$ cat config.mk
export PLATFORM = sky130hd
export DESIGN_NAME = ps2_host_tx_flat
export DESIGN_NICKNAME = d
export VERILOG_FILES = /design/src/rtl/ps2_pkg.sv /design/src/rtl/ps2_host_tx_if.sv /design/src/rtl/ps2_line_sync.sv /design/src/rtl/ps2_host_tx.sv /design/src/flat_wrapper.sv
export SDC_FILE = /design/constraint.sdc
export NUM_CORES = 1
export LEC_CHECK = 0
export CAP_MARGIN = 20
export CORE_UTILIZATION = 35
export DETAILED_ROUTE_END_ITERATION = 10
export GPL_ROUTABILITY_DRIVEN = 0
export GPL_TIMING_DRIVEN = 0
export PLACE_DENSITY = 0.48
export SLEW_MARGIN = 20
export SYNTH_ARGS = -nofsm -noshare
export SYNTH_HDL_FRONTEND = slang
export SYNTH_HIERARCHICAL = 1
export SYNTH_SLANG_ARGS = --single-unit
export TNS_END_PERCENT = 100
$ cat constraint.sdc
create_clock -name CLK -period 3.55 [get_ports CLK]
set_input_delay 0.8875 -clock CLK [delete_from_list [all_inputs] [get_ports CLK]]
set_output_delay 0.8875 -clock CLK [all_outputs]
set_load 0.01 [all_outputs]
$ cat src/rtl/ps2_pkg.sv
// Shared PS/2 definitions: host transmitter state encoding, frame geometry,
// common command bytes and the frame-building helpers.
package ps2_pkg;

    typedef enum logic [2:0] {
        IDLE      = 3'd0,
        INHIBIT   = 3'd1,
        RTS       = 3'd2,
        SEND      = 3'd3,
        ACK       = 3'd4,
        WAIT_IDLE = 3'd5
    } ps2_state_e;

    localparam int FRAME_BITS = 10;
    localparam int ACK_FALL   = 11;

    localparam logic [7:0] CMD_SET_LED = 8'hED;
    localparam logic [7:0] CMD_RESET   = 8'hFF;

    // PS/2 uses odd parity: the parity bit makes the total count of ones odd.
    function automatic logic odd_parity(input logic [7:0] d);
        return ~(^d);
    endfunction

    // Start bit sits in bit 0 so the line value is always the register LSB.
    function automatic logic [FRAME_BITS:0] build_frame(input logic [7:0] d);
        return {1'b1, odd_parity(d), d, 1'b0};
    endfunction

endpackage

$ cat src/rtl/ps2_host_tx_if.sv
// Command handshake between a controller (master) and the PS/2 host
// transmitter (slave).
interface ps2_host_tx_if;
    logic [7:0] tx_data;
    logic       tx_valid;
    logic       tx_ready;
    logic       busy;
    logic       done;
    logic       err;

    modport master (
        output tx_data, tx_valid,
        input  tx_ready, busy, done, err
    );

    modport slave (
        input  tx_data, tx_valid,
        output tx_ready, busy, done, err
    );
endinterface

$ cat src/rtl/ps2_line_sync.sv
// Synchroniser for the PS/2 clock and data pads plus a registered falling-edge
// pulse on the clock line. PS2_TX_GLITCH_FILTER_EN adds an 8-sample clock filter.
module ps2_line_sync #(
    parameter int SYNC_STAGES = 2
) (
    input  logic clk_i,
    input  logic rst_i,
    input  logic ps2clk_i,
    input  logic ps2data_i,
    output logic clk_o,
    output logic data_o,
    output logic fall_o
);
    logic [SYNC_STAGES-1:0] clk_sync_q;
    logic [SYNC_STAGES-1:0] data_sync_q;
    logic                   clk_lvl_s;
    logic                   prev_q;
    logic                   fall_q;

    // Pad synchroniser chains; idle lines are high so reset to ones.
    always_ff @(posedge clk_i) begin
        if (rst_i) begin
            clk_sync_q  <= '1;
            data_sync_q <= '1;
        end else begin
            clk_sync_q  <= {clk_sync_q[SYNC_STAGES-2:0], ps2clk_i};
            data_sync_q <= {data_sync_q[SYNC_STAGES-2:0], ps2data_i};
        end
    end

`ifdef PS2_TX_GLITCH_FILTER_EN
    logic [2:0] flt_cnt_q;
    logic       flt_q;

    // Filtered level flips only after 8 consecutive differing samples.
    always_ff @(posedge clk_i) begin
        if (rst_i) begin
            flt_q     <= 1'b1;
            flt_cnt_q <= 3'd0;
        end else if (clk_sync_q[SYNC_STAGES-1] != flt_q) begin
            if (flt_cnt_q == 3'd7) begin
                flt_q     <= clk_sync_q[SYNC_STAGES-1];
                flt_cnt_q <= 3'd0;
            end else begin
                flt_cnt_q <= flt_cnt_q + 3'd1;
            end
        end else begin
            flt_cnt_q <= 3'd0;
        end
    end

    assign clk_lvl_s = flt_q;
`else
    assign clk_lvl_s = clk_sync_q[SYNC_STAGES-1];
`endif

    // Falling-edge detect, registered one cycle after the level change.
    always_ff @(posedge clk_i) begin
        if (rst_i) begin
            prev_q <= 1'b1;
            fall_q <= 1'b0;
        end else begin
            prev_q <= clk_lvl_s;
            fall_q <= prev_q & ~clk_lvl_s;
        end
    end

    assign clk_o  = clk_lvl_s;
    assign data_o = data_sync_q[SYNC_STAGES-1];
    assign fall_o = fall_q;

endmodule

$ cat src/rtl/ps2_host_tx.sv
// PS/2 host-to-device command transmitter: inhibit, request-to-send, device-clocked
// shift-out, ACK check. Build option PS2_TX_GLITCH_FILTER_EN filters the pad clock.
module ps2_host_tx
    import ps2_pkg::*;
#(
    parameter int INHIBIT_CYCLES = 10000,
    parameter int TIMEOUT_CYCLES = 2000000,
    parameter int SYNC_STAGES    = 2
) (
    input  logic         CLK,
    input  logic         RST,
    ps2_host_tx_if.slave tx,
    input  logic         PS2Clk,
    input  logic         PS2Data,
    output logic         ps2clk_oe,
    output logic         ps2data_oe
);
    localparam int INH_W = $clog2(INHIBIT_CYCLES + 1);
    localparam int TMO_W = $clog2(TIMEOUT_CYCLES + 1);
    localparam logic [INH_W-1:0] INH_LAST = INH_W'(INHIBIT_CYCLES - 1);
    localparam logic [INH_W-1:0] INH_ONE  = INH_W'(1);
    localparam logic [TMO_W-1:0] TMO_LAST = TMO_W'(TIMEOUT_CYCLES - 1);
    localparam logic [TMO_W-1:0] TMO_ONE  = TMO_W'(1);
    localparam logic [3:0]       LAST_DATA_FALL = 4'(FRAME_BITS - 1);

    logic clk_s, data_s, fall_s;

    ps2_state_e              state_q, state_d;
    logic [INH_W-1:0]        inh_cnt_q, inh_cnt_d;
    logic [TMO_W-1:0]        tmo_cnt_q, tmo_cnt_d;
    logic [3:0]              bit_cnt_q, bit_cnt_d;
    logic [FRAME_BITS:0]     shift_q, shift_d;
    logic                    nack_q, nack_d;
    logic                    clk_oe_q, clk_oe_d;
    logic                    data_oe_q, data_oe_d;
    logic                    done_q, done_d;
    logic                    err_q, err_d;
    logic                    busy_q, busy_d;
    logic                    ready_q, ready_d;
    logic                    accept_s, finish_s, timeout_s;

    ps2_line_sync #(
        .SYNC_STAGES(SYNC_STAGES)
    ) u_sync (
        .clk_i    (CLK),
        .rst_i    (RST),
        .ps2clk_i (PS2Clk),
        .ps2data_i(PS2Data),
        .clk_o    (clk_s),
        .data_o   (data_s),
        .fall_o   (fall_s)
    );

    // State, counters, frame and output registers.
    always_ff @(posedge CLK) begin
        if (RST) begin
            state_q   <= IDLE;
            inh_cnt_q <= '0;
            tmo_cnt_q <= '0;
            bit_cnt_q <= 4'd0;
            shift_q   <= '1;
            nack_q    <= 1'b0;
            clk_oe_q  <= 1'b0;
            data_oe_q <= 1'b0;
            done_q    <= 1'b0;
            err_q     <= 1'b0;
            busy_q    <= 1'b0;
            ready_q   <= 1'b1;
        end else begin
            state_q   <= state_d;
            inh_cnt_q <= inh_cnt_d;
            tmo_cnt_q <= tmo_cnt_d;
            bit_cnt_q <= bit_cnt_d;
            shift_q   <= shift_d;
            nack_q    <= nack_d;
            clk_oe_q  <= clk_oe_d;
            data_oe_q <= data_oe_d;
            done_q    <= done_d;
            err_q     <= err_d;
            busy_q    <= busy_d;
            ready_q   <= ready_d;
        end
    end

    // Next-state logic; the timeout check is ahead of the fall so it wins a tie.
    always_comb begin
        state_d   = state_q;
        accept_s  = 1'b0;
        finish_s  = 1'b0;
        timeout_s = 1'b0;
        case (state_q)
            IDLE: begin
                if (tx.tx_valid && ready_q) begin
                    accept_s = 1'b1;
                    state_d  = INHIBIT;
                end else begin
                    state_d = IDLE;
                end
            end
            INHIBIT: begin
                if (inh_cnt_q == INH_LAST) begin
                    state_d = RTS;
                end else begin
                    state_d = INHIBIT;
                end
            end
            RTS: begin
                state_d = SEND;
            end
            SEND: begin
                if (tmo_cnt_q == TMO_LAST) begin
                    timeout_s = 1'b1;
                    state_d   = IDLE;
                end else if (fall_s && (bit_cnt_q == LAST_DATA_FALL)) begin
                    state_d = ACK;
                end else begin
                    state_d = SEND;
                end
            end
            ACK: begin
                if (tmo_cnt_q == TMO_LAST) begin
                    timeout_s = 1'b1;
                    state_d   = IDLE;
                end else if (fall_s) begin
                    state_d = WAIT_IDLE;
                end else begin
                    state_d = ACK;
                end
            end
            WAIT_IDLE: begin
                if (tmo_cnt_q == TMO_LAST) begin
                    timeout_s = 1'b1;
                    state_d   = IDLE;
                end else if (clk_s && data_s) begin
                    finish_s = 1'b1;
                    state_d  = IDLE;
                end else begin
                    state_d = WAIT_IDLE;
                end
            end
            default: begin
                state_d = IDLE;
            end
        endcase
    end

    // Counters, shift register and ACK sample.
    always_comb begin
        inh_cnt_d = '0;
        tmo_cnt_d = '0;
        bit_cnt_d = bit_cnt_q;
        shift_d   = shift_q;
        nack_d    = nack_q;

        if (state_q == INHIBIT) begin
            inh_cnt_d = inh_cnt_q + INH_ONE;
        end else begin
            inh_cnt_d = '0;
        end

        if ((state_q == SEND) || (state_q == ACK) || (state_q == WAIT_IDLE)) begin
            tmo_cnt_d = tmo_cnt_q + TMO_ONE;
        end else begin
            tmo_cnt_d = '0;
        end

        if (state_q == IDLE) begin
            bit_cnt_d = 4'd0;
        end else if (((state_q == SEND) || (state_q == ACK)) && fall_s && (bit_cnt_q != 4'hF)) begin
            bit_cnt_d = bit_cnt_q + 4'd1;
        end else begin
            bit_cnt_d = bit_cnt_q;
        end

        if (accept_s) begin
            shift_d = build_frame(tx.tx_data);
        end else if ((state_q == SEND) && fall_s) begin
            shift_d = {1'b1, shift_q[FRAME_BITS:1]};
        end else begin
            shift_d = shift_q;
        end

        if (accept_s) begin
            nack_d = 1'b0;
        end else if ((state_q == ACK) && fall_s && !timeout_s) begin
            nack_d = data_s;
        end else begin
            nack_d = nack_q;
        end
    end

    // Output decode from the next state so every output leaves a flop.
    always_comb begin
        clk_oe_d  = 1'b0;
        data_oe_d = 1'b0;
        case (state_d)
            INHIBIT: begin
                clk_oe_d  = 1'b1;
                data_oe_d = 1'b0;
            end
            RTS: begin
                clk_oe_d  = 1'b1;
                data_oe_d = ~shift_d[0];
            end
            SEND: begin
                clk_oe_d  = 1'b0;
                data_oe_d = ~shift_d[0];
            end
            default: begin
                clk_oe_d  = 1'b0;
                data_oe_d = 1'b0;
            end
        endcase
        done_d  = finish_s | timeout_s;
        err_d   = timeout_s | (finish_s & nack_q);
        busy_d  = (state_d != IDLE);
        ready_d = (state_d == IDLE) && !done_d;
    end

    assign ps2clk_oe   = clk_oe_q;
    assign ps2data_oe  = data_oe_q;
    assign tx.tx_ready = ready_q;
    assign tx.busy     = busy_q;
    assign tx.done     = done_q;
    assign tx.err      = err_q;

endmodule

$ cat src/flat_wrapper.sv
// flat-port wrapper written by rule: the top's interface ports become plain ports
module ps2_host_tx_flat import ps2_pkg::*;
#(
    parameter int INHIBIT_CYCLES = 10000,
    parameter int TIMEOUT_CYCLES = 2000000,
    parameter int SYNC_STAGES    = 2
)
  (CLK, RST, PS2Clk, PS2Data, ps2clk_oe, ps2data_oe, tx_tx_data, tx_tx_valid, tx_tx_ready, tx_busy, tx_done, tx_err);
  ps2_host_tx_if tx_i ();
  input  logic CLK;
  input  logic RST;
  input  logic PS2Clk;
  input  logic PS2Data;
  output logic ps2clk_oe;
  output logic ps2data_oe;
  input wire logic [$bits(tx_i.tx_data)-1:0] tx_tx_data;
  input wire logic [$bits(tx_i.tx_valid)-1:0] tx_tx_valid;
  output wire logic [$bits(tx_i.tx_ready)-1:0] tx_tx_ready;
  output wire logic [$bits(tx_i.busy)-1:0] tx_busy;
  output wire logic [$bits(tx_i.done)-1:0] tx_done;
  output wire logic [$bits(tx_i.err)-1:0] tx_err;
  assign tx_i.tx_data = tx_tx_data;
  assign tx_i.tx_valid = tx_tx_valid;
  assign tx_tx_ready = tx_i.tx_ready;
  assign tx_busy = tx_i.busy;
  assign tx_done = tx_i.done;
  assign tx_err = tx_i.err;
  ps2_host_tx #(.INHIBIT_CYCLES(INHIBIT_CYCLES), .TIMEOUT_CYCLES(TIMEOUT_CYCLES), .SYNC_STAGES(SYNC_STAGES)) u_core (.CLK(CLK), .RST(RST), .tx(tx_i), .PS2Clk(PS2Clk), .PS2Data(PS2Data), .ps2clk_oe(ps2clk_oe), .ps2data_oe(ps2data_oe));
endmodule
==> qor.yml, run 1 <==
cts_max_path_buffers: 2
ant_nets: 0
htreeDepth: 3
wl_met3_um: 140
cts-root-buf: "clkbuf_8"
n_antenna_cell: 0
hold_depth: 1
firstDrtPassIters: 4
die_h_um: 92.0
pre_cts_ws_ps: 809
initialDrtViolationCount: 61
synth_async_sr_flop_share: 0
clock_skew_ps: 8.97
cts_tree: "built"
cts_made_buffers: 9
post-cts-setup-buffer-count: 0
num_rows: 32
slew_headroom: 0.595
dieArea_mm2: 0.00846
rsz0062_at_grt: "no"
hold_violations: 0
maxCapViolations: 0
worstPathArrival_ps: 2550
crit_type: "in2reg"
cp.required_ps: 3750
p_leak_nw: 1.14
ir_worst_vdd_uv: 169
period_minus_slack_ps: 2350
route.met2.wl_um: 2340
synth-seq-cells: 65
synth_top_cell_area_share: 0.459
reg2reg_depth: 5
drv_slew: 0
setup_violations: 0
finalWorstSetupSlack_ps: 1200
start_util: 0.365
hpwl_um: 3780
status: "finished, final reports clean"
startpoint_type: "primary input"
cp-end-kind: "flop"
worstMarginPinSlew_ps: 605
io_pins: 19
tns_ps: 0
syn_inst: 313
nets: 359
insertion_delay_ps: 330
synth_area_per_cell_um2: 9.05
io_buffers: 18
die_x_um: 92.0
layout_commonest_cell: "dfxtp_1"
wirelength_um: 5410
ys_seq_area_frac: 0.459
grt_overflow: 0
final_cell_mix: "dfxtp_1, nor2_1, nand2_1"
synth_flop_cell: "dfxtp_1"
syn-cell-area_mm2: 0.00283
synthTopCellsByArea: "dfxtp_1, xnor2_1, nor2_1"
synth_cell_types: 56
timing.final.crit_share: 0.662
wl_per_cell_um: 12.1
grt_antenna_before_repair: 0
hp-class: "reg2reg"
clock.fmax_mhz: 425
vias: 2125
drcViolationCount: 0
clkSinkCount: 65
via_per_inst: 4.73
cp_max_fo: 10
fill_cells: 797
yosys.area.top_type: "dfxtp_1"
drive_above_1_share: 0.0893
post_cts_resized: 0
syn2layout_area_growth_pct: 17.8
grt_util_all_layers: 0.142
core-area_mm2: 0.00777
postCtsHoldBufs: 0
syn-num-nets: 330
grt_pass1_vias: 1960
clk_pin_slew_ps: 70
p_per_area_mw_per_mm2: 458
synth_warnings: 6
maxUsedRoutingLayer: "met4"
synth_edf_count: 0
wl_met1_um: 2860
grt_pass1_wl_um: 9310
grt_max_degree: 12
cells in the mapped netlist (all sizes together), types with 2 or more instances:
master  instances
nor3b           2
nor4b           2
o21ai           6
nor3            7
xor2           14
or3             4
and3            6
and4b           2
and2            4
nor4            2
a21oi           8
nand2b          2
and4            4
or4b            2
xnor2          23
or2             9
dfxtp          65
ha              4
a21o            2
clkbuf          8
o211ai          3
nor2b           2
buf             3
inv             9
nand3          15
nor2           44
nand2          33
a221oi          9
per-layer routing:
layer | up-vias | track usage
met5 | - | 0
met4 | 0 | 0.0781
met3 | 7 | 0.0274
met2 | 26 | 0.209
met1 | 962 | 0.194
li1 | 1130 | -
final timing paths:
kind                                     startpoint                                     end  slack [ps]
max                                             RST                u_core/tx.err$_SDFF_PP0_        1200
min          u_core/u_sync/clk_sync_q[0]$_SDFF_PP1_  u_core/u_sync/clk_sync_q[1]$_SDFF_PP1_         400
max reg2reg         u_core/tmo_cnt_q[17]$_SDFF_PP0_              u_core/nack_q$_SDFFE_PP0P_        1420
min reg2reg  u_core/u_sync/clk_sync_q[0]$_SDFF_PP1_  u_core/u_sync/clk_sync_q[1]$_SDFF_PP1_         400
power by group:
| group | total, mW | internal [mW] | switching (mW) |
|---|---|---|---|
| Combinational | 0.143 | 0.0701 | 0.0733 |
| Clock | 0.617 | 0.341 | 0.276 |
| Sequential | 0.770 | 0.757 | 0.0121 |
critical path: stages:
cell,delay (ps)
clkdlybuf4s50_1,630
dlygate4sd1_1,460
clkbuf_1,440
nor3_1,120
cell type report:
class,count,area (um^2),share of cell area
multi-input combinational,227,1440,0.431
sequential,65,1300,0.390
timing repair buffer,18,180,0.0540
clock buffer,11,141,0.0424
tap,102,128,0.0382
buffer,12,58.8,0.0176
clock inverter,5,55.1,0.0165
inverter,9,33.8,0.0101
kinds of logic after synthesis:
kind of cell             count (synthesis)  share of synthesized area
AND/OR/NAND/NOR                        146                      0.265
flip-flops                              65                      0.459
adder cells (fa/ha/maj)                  4                     0.0177
buffers and inverters                   21                     0.0327
multiplexers                             1                    0.00353
XOR/XNOR                                37                      0.114
AO/OA/AOI/OAI                           39                      0.108
stage by stage:
step | hold WS [ps] | area, um^2 | instances | power [mW] | utilization
2_1_floorplan | 383 | 2830 | 313 | 0.879 | -
3_3_place_gp | 385 | 3140 | 433 | 0.932 | 0.404
3_5_place_dp | 391 | 3140 | 433 | 0.932 | 0.404
4_1_cts | 406 | 3340 | 449 | 1.56 | 0.430
5_1_grt | 419 | 3340 | 449 | 1.61 | 0.430
6_report | 402 | 3340 | 449 | 1.53 | 0.430
state kept, by name, indices dropped and copies added (netlist names), 2 cells and up:
| signal | flops |
|---|---|
| u_core/u_sync/clk_sync_q | 2 |
| u_core/shift_q | 10 |
| u_core/state_q | 3 |
| u_core/u_sync/data_sync_q | 2 |
| u_core/bit_cnt_q | 4 |
| u_core/tmo_cnt_q | 21 |
| u_core/inh_cnt_q | 14 |
Power figures use the tool's default switching activity.
==> run 2, diff against run 1 <==
clock period = 2.5 ns   (was 3.55 ns; I/O delays follow)
==> results of run 2 <==
The final DEF is identical to that of run 1. Status: finished, final reports clean.
Main changes from that run: setup slack after placement 809 ps -> 21.1 ps; setup slack after layout 1200 ps -> 373 ps; start point of the critical path RST -> u_core/tmo_cnt_q[17]$_SDFF_PP0_; end point of the critical path u_core/tx.err$_SDFF_PP0_ -> u_core/nack_q$_SDFFE_PP0P_; register-to-register setup slack 1420 ps -> 370 ps; total power 1.53 mW -> 2.17 mW; worst IR drop on VDD 169 uV -> 240 uV
==> run 3, diff against run 2 <==
CORE_MARGIN = 10   (was unset)
==> run 3 against run 2 <==
Against the previous run: clock power is 12% higher; count of clock-buffer cells in the layout down 2; sequential cell count is the same; sequential power is essentially flat; clock skew increased by 2.5 ps; cell count unchanged; critical path depth unchanged; critical endpoint is now u_core/ps2clk_oe$_SDFF_PP0_; largest power group unchanged.
==> qor.yml, run 3 (synthesis gave the netlist of run 1 again) <==
status: "finished, final reports clean"
maxCapViolations: 0  # unchanged
layout_commonest_cell: "dfxtp_1"
grt_overflow: 0  # unchanged
setup_violations: 0  # unchanged
reg_top3: "u_core/tmo_cnt_q: 21 flops, u_core/inh_cnt_q: 14 flops, u_core/shift_q: 10 flops"
finalWorstSetupSlack_ps: 374
cp.required_ps: 2750
die_x_um: 110  # +20%
grt_pass1_vias: 1996  # +1.8%
initialDrtViolationCount: 85  # +39%
cp_num_buf_inv: 0
worstPathArrival_ps: 2380
post-cts-setup-buffer-count: 0  # unchanged
tns_ps: 0  # unchanged
ff2ff_setup_slack_ps: 370
firstDrtPassIters: 4  # unchanged
final_cell_mix: "dfxtp_1, nor2_1, nand2_1"
io_buffers: 18  # unchanged
slew_headroom: 0.589  # -0.00597
num_rows: 32  # unchanged
largest_reg_flops: 21  # unchanged
ir_worst_vdd_uv: 259
period_minus_slack_ps: 2130
utilization: 0.430  # +0.000681
hpwl_um: 3890  # +3.1%
post_cts_resized: 0  # unchanged
p_per_area_mw_per_mm2: 679
fill_cells: 792  # -0.63%
core-area_mm2: 0.00781  # +0.52%
hp-start: "u_core/u_sync/clk_sync_q[0]$_SDFF_PP1_"
rsz0062_at_grt: "no"
wl_per_cell_um: 12.3  # +2.3%
cts_made_buffers: 9  # unchanged
drive_above_1_share: 0.0922  # +0.00288
drv_slew: 0  # unchanged
n_antenna_cell: 0  # unchanged
wirelength_um: 5540  # +2.3%
drcViolationCount: 0  # unchanged
postCtsHoldBufs: 0  # unchanged
path_delay_family: "simple AND/OR/NAND/NOR gates"
clock_skew_ps: 11.5  # +2.50 ps
cts_tree: "built"
startpoint: "u_core/tmo_cnt_q[13]$_SDFF_PP0_"
via_per_inst: 4.74  # +0.24%
io_pins: 19  # unchanged
crit_type: "reg2reg"
timing.hold.ws_ps: 407  # +4.30 ps
syn2layout_area_growth_pct: 18.6
crit_chain: "or4bb_1 > or4_4 > o21ai_1 > nand2b_1 > a221oi_2"
cts_max_path_buffers: 2  # unchanged
clkSinkCount: 65  # unchanged
nets: 359  # unchanged
p_leak_nw: 1.16  # +1.2%
insertion_delay_ps: 340  # about the same
hold_violations: 0  # unchanged
startpoint_type: "flop"
clock.fmax_mhz: 470
worstMarginPinSlew_ps: 614  # +8.92 ps
multi_input_area_mm2: 0.00144  # unchanged
seq_area_mm2: 0.00130  # unchanged
pre_cts_ws_ps: 65.9
critPathMaxStageDelay_ps: 590
regMostFlops: "u_core/tmo_cnt_q"
cts-root-buf: "clkbuf_8"
timing.final.crit_share: 0.850
vias: 2130  # +0.24%
cp-end-kind: "flop"
cp_max_fo: 6
dieArea_mm2: 0.0121  # +43%
grt_util_all_layers: 0.0998  # -0.0421
grt_antenna_before_repair: 0  # unchanged
grt_max_degree: 13  # +1
grt_pass1_wl_um: 9540  # +2.5%
hp-class: "reg2reg"
clk_pin_slew_ps: 70  # about the same
ant_nets: 0  # unchanged
htreeDepth: 3  # unchanged
die_h_um: 110  # +20%
cp_slowest_cell: "or4_4"
rr_startpoint: "u_core/tmo_cnt_q[13]$_SDFF_PP0_"
start_util: 0.363  # -0.00187
run 3: area by class of cell:
class / instances / share of cell area
flip-flops and latches: 65 / 0.387
clock buffers: 9 / 0.0369
plain buffers: 12 / 0.0175
clock inverters: 7 / 0.0283
multi-input cells: 227 / 0.428
well taps: 102 / 0.0380
repair buffers: 18 / 0.0536
inverters: 9 / 0.0101
run 3: report_power, final:
| part | internal [mW] | total (mW) | switching (mW) |
|---|---|---|---|
| logic | 0.0996 | 0.205 | 0.105 |
| clock network | 0.561 | 0.983 | 0.422 |
| registers | 1.08 | 1.09 | 0.0172 |
| total | 1.74 | 2.28 | 0.544 |
run 3: through the flow:
stage / cells / total power [mW] / area, um^2
floorplan: 313 / 1.25 / 2830
global placement: 433 / 1.32 / 3140
detailed placement: 433 / 1.32 / 3140
CTS: 449 / 2.32 / 3360
global route: 449 / 2.39 / 3360
finish: 449 / 2.28 / 3360
run 3: final timing paths:
path	end	cells past startpoint
min	u_core/u_sync/clk_sync_q[1]$_SDFF_PP1_	1
max reg2reg	u_core/ps2clk_oe$_SDFF_PP0_	5
min reg2reg	u_core/u_sync/clk_sync_q[1]$_SDFF_PP1_	1
max	u_core/ps2clk_oe$_SDFF_PP0_	5
run 3: per-layer routing:
metal | GRT usage | up-vias | wire length [um]
met4 | 0.0418 | 0 | 40
met2 | 0.137 | 20 | 2340
met5 | 0 | - | 0
li1 | - | 1136 | -
met3 | 0.0316 | 4 | 236
met1 | 0.140 | 970 | 2920
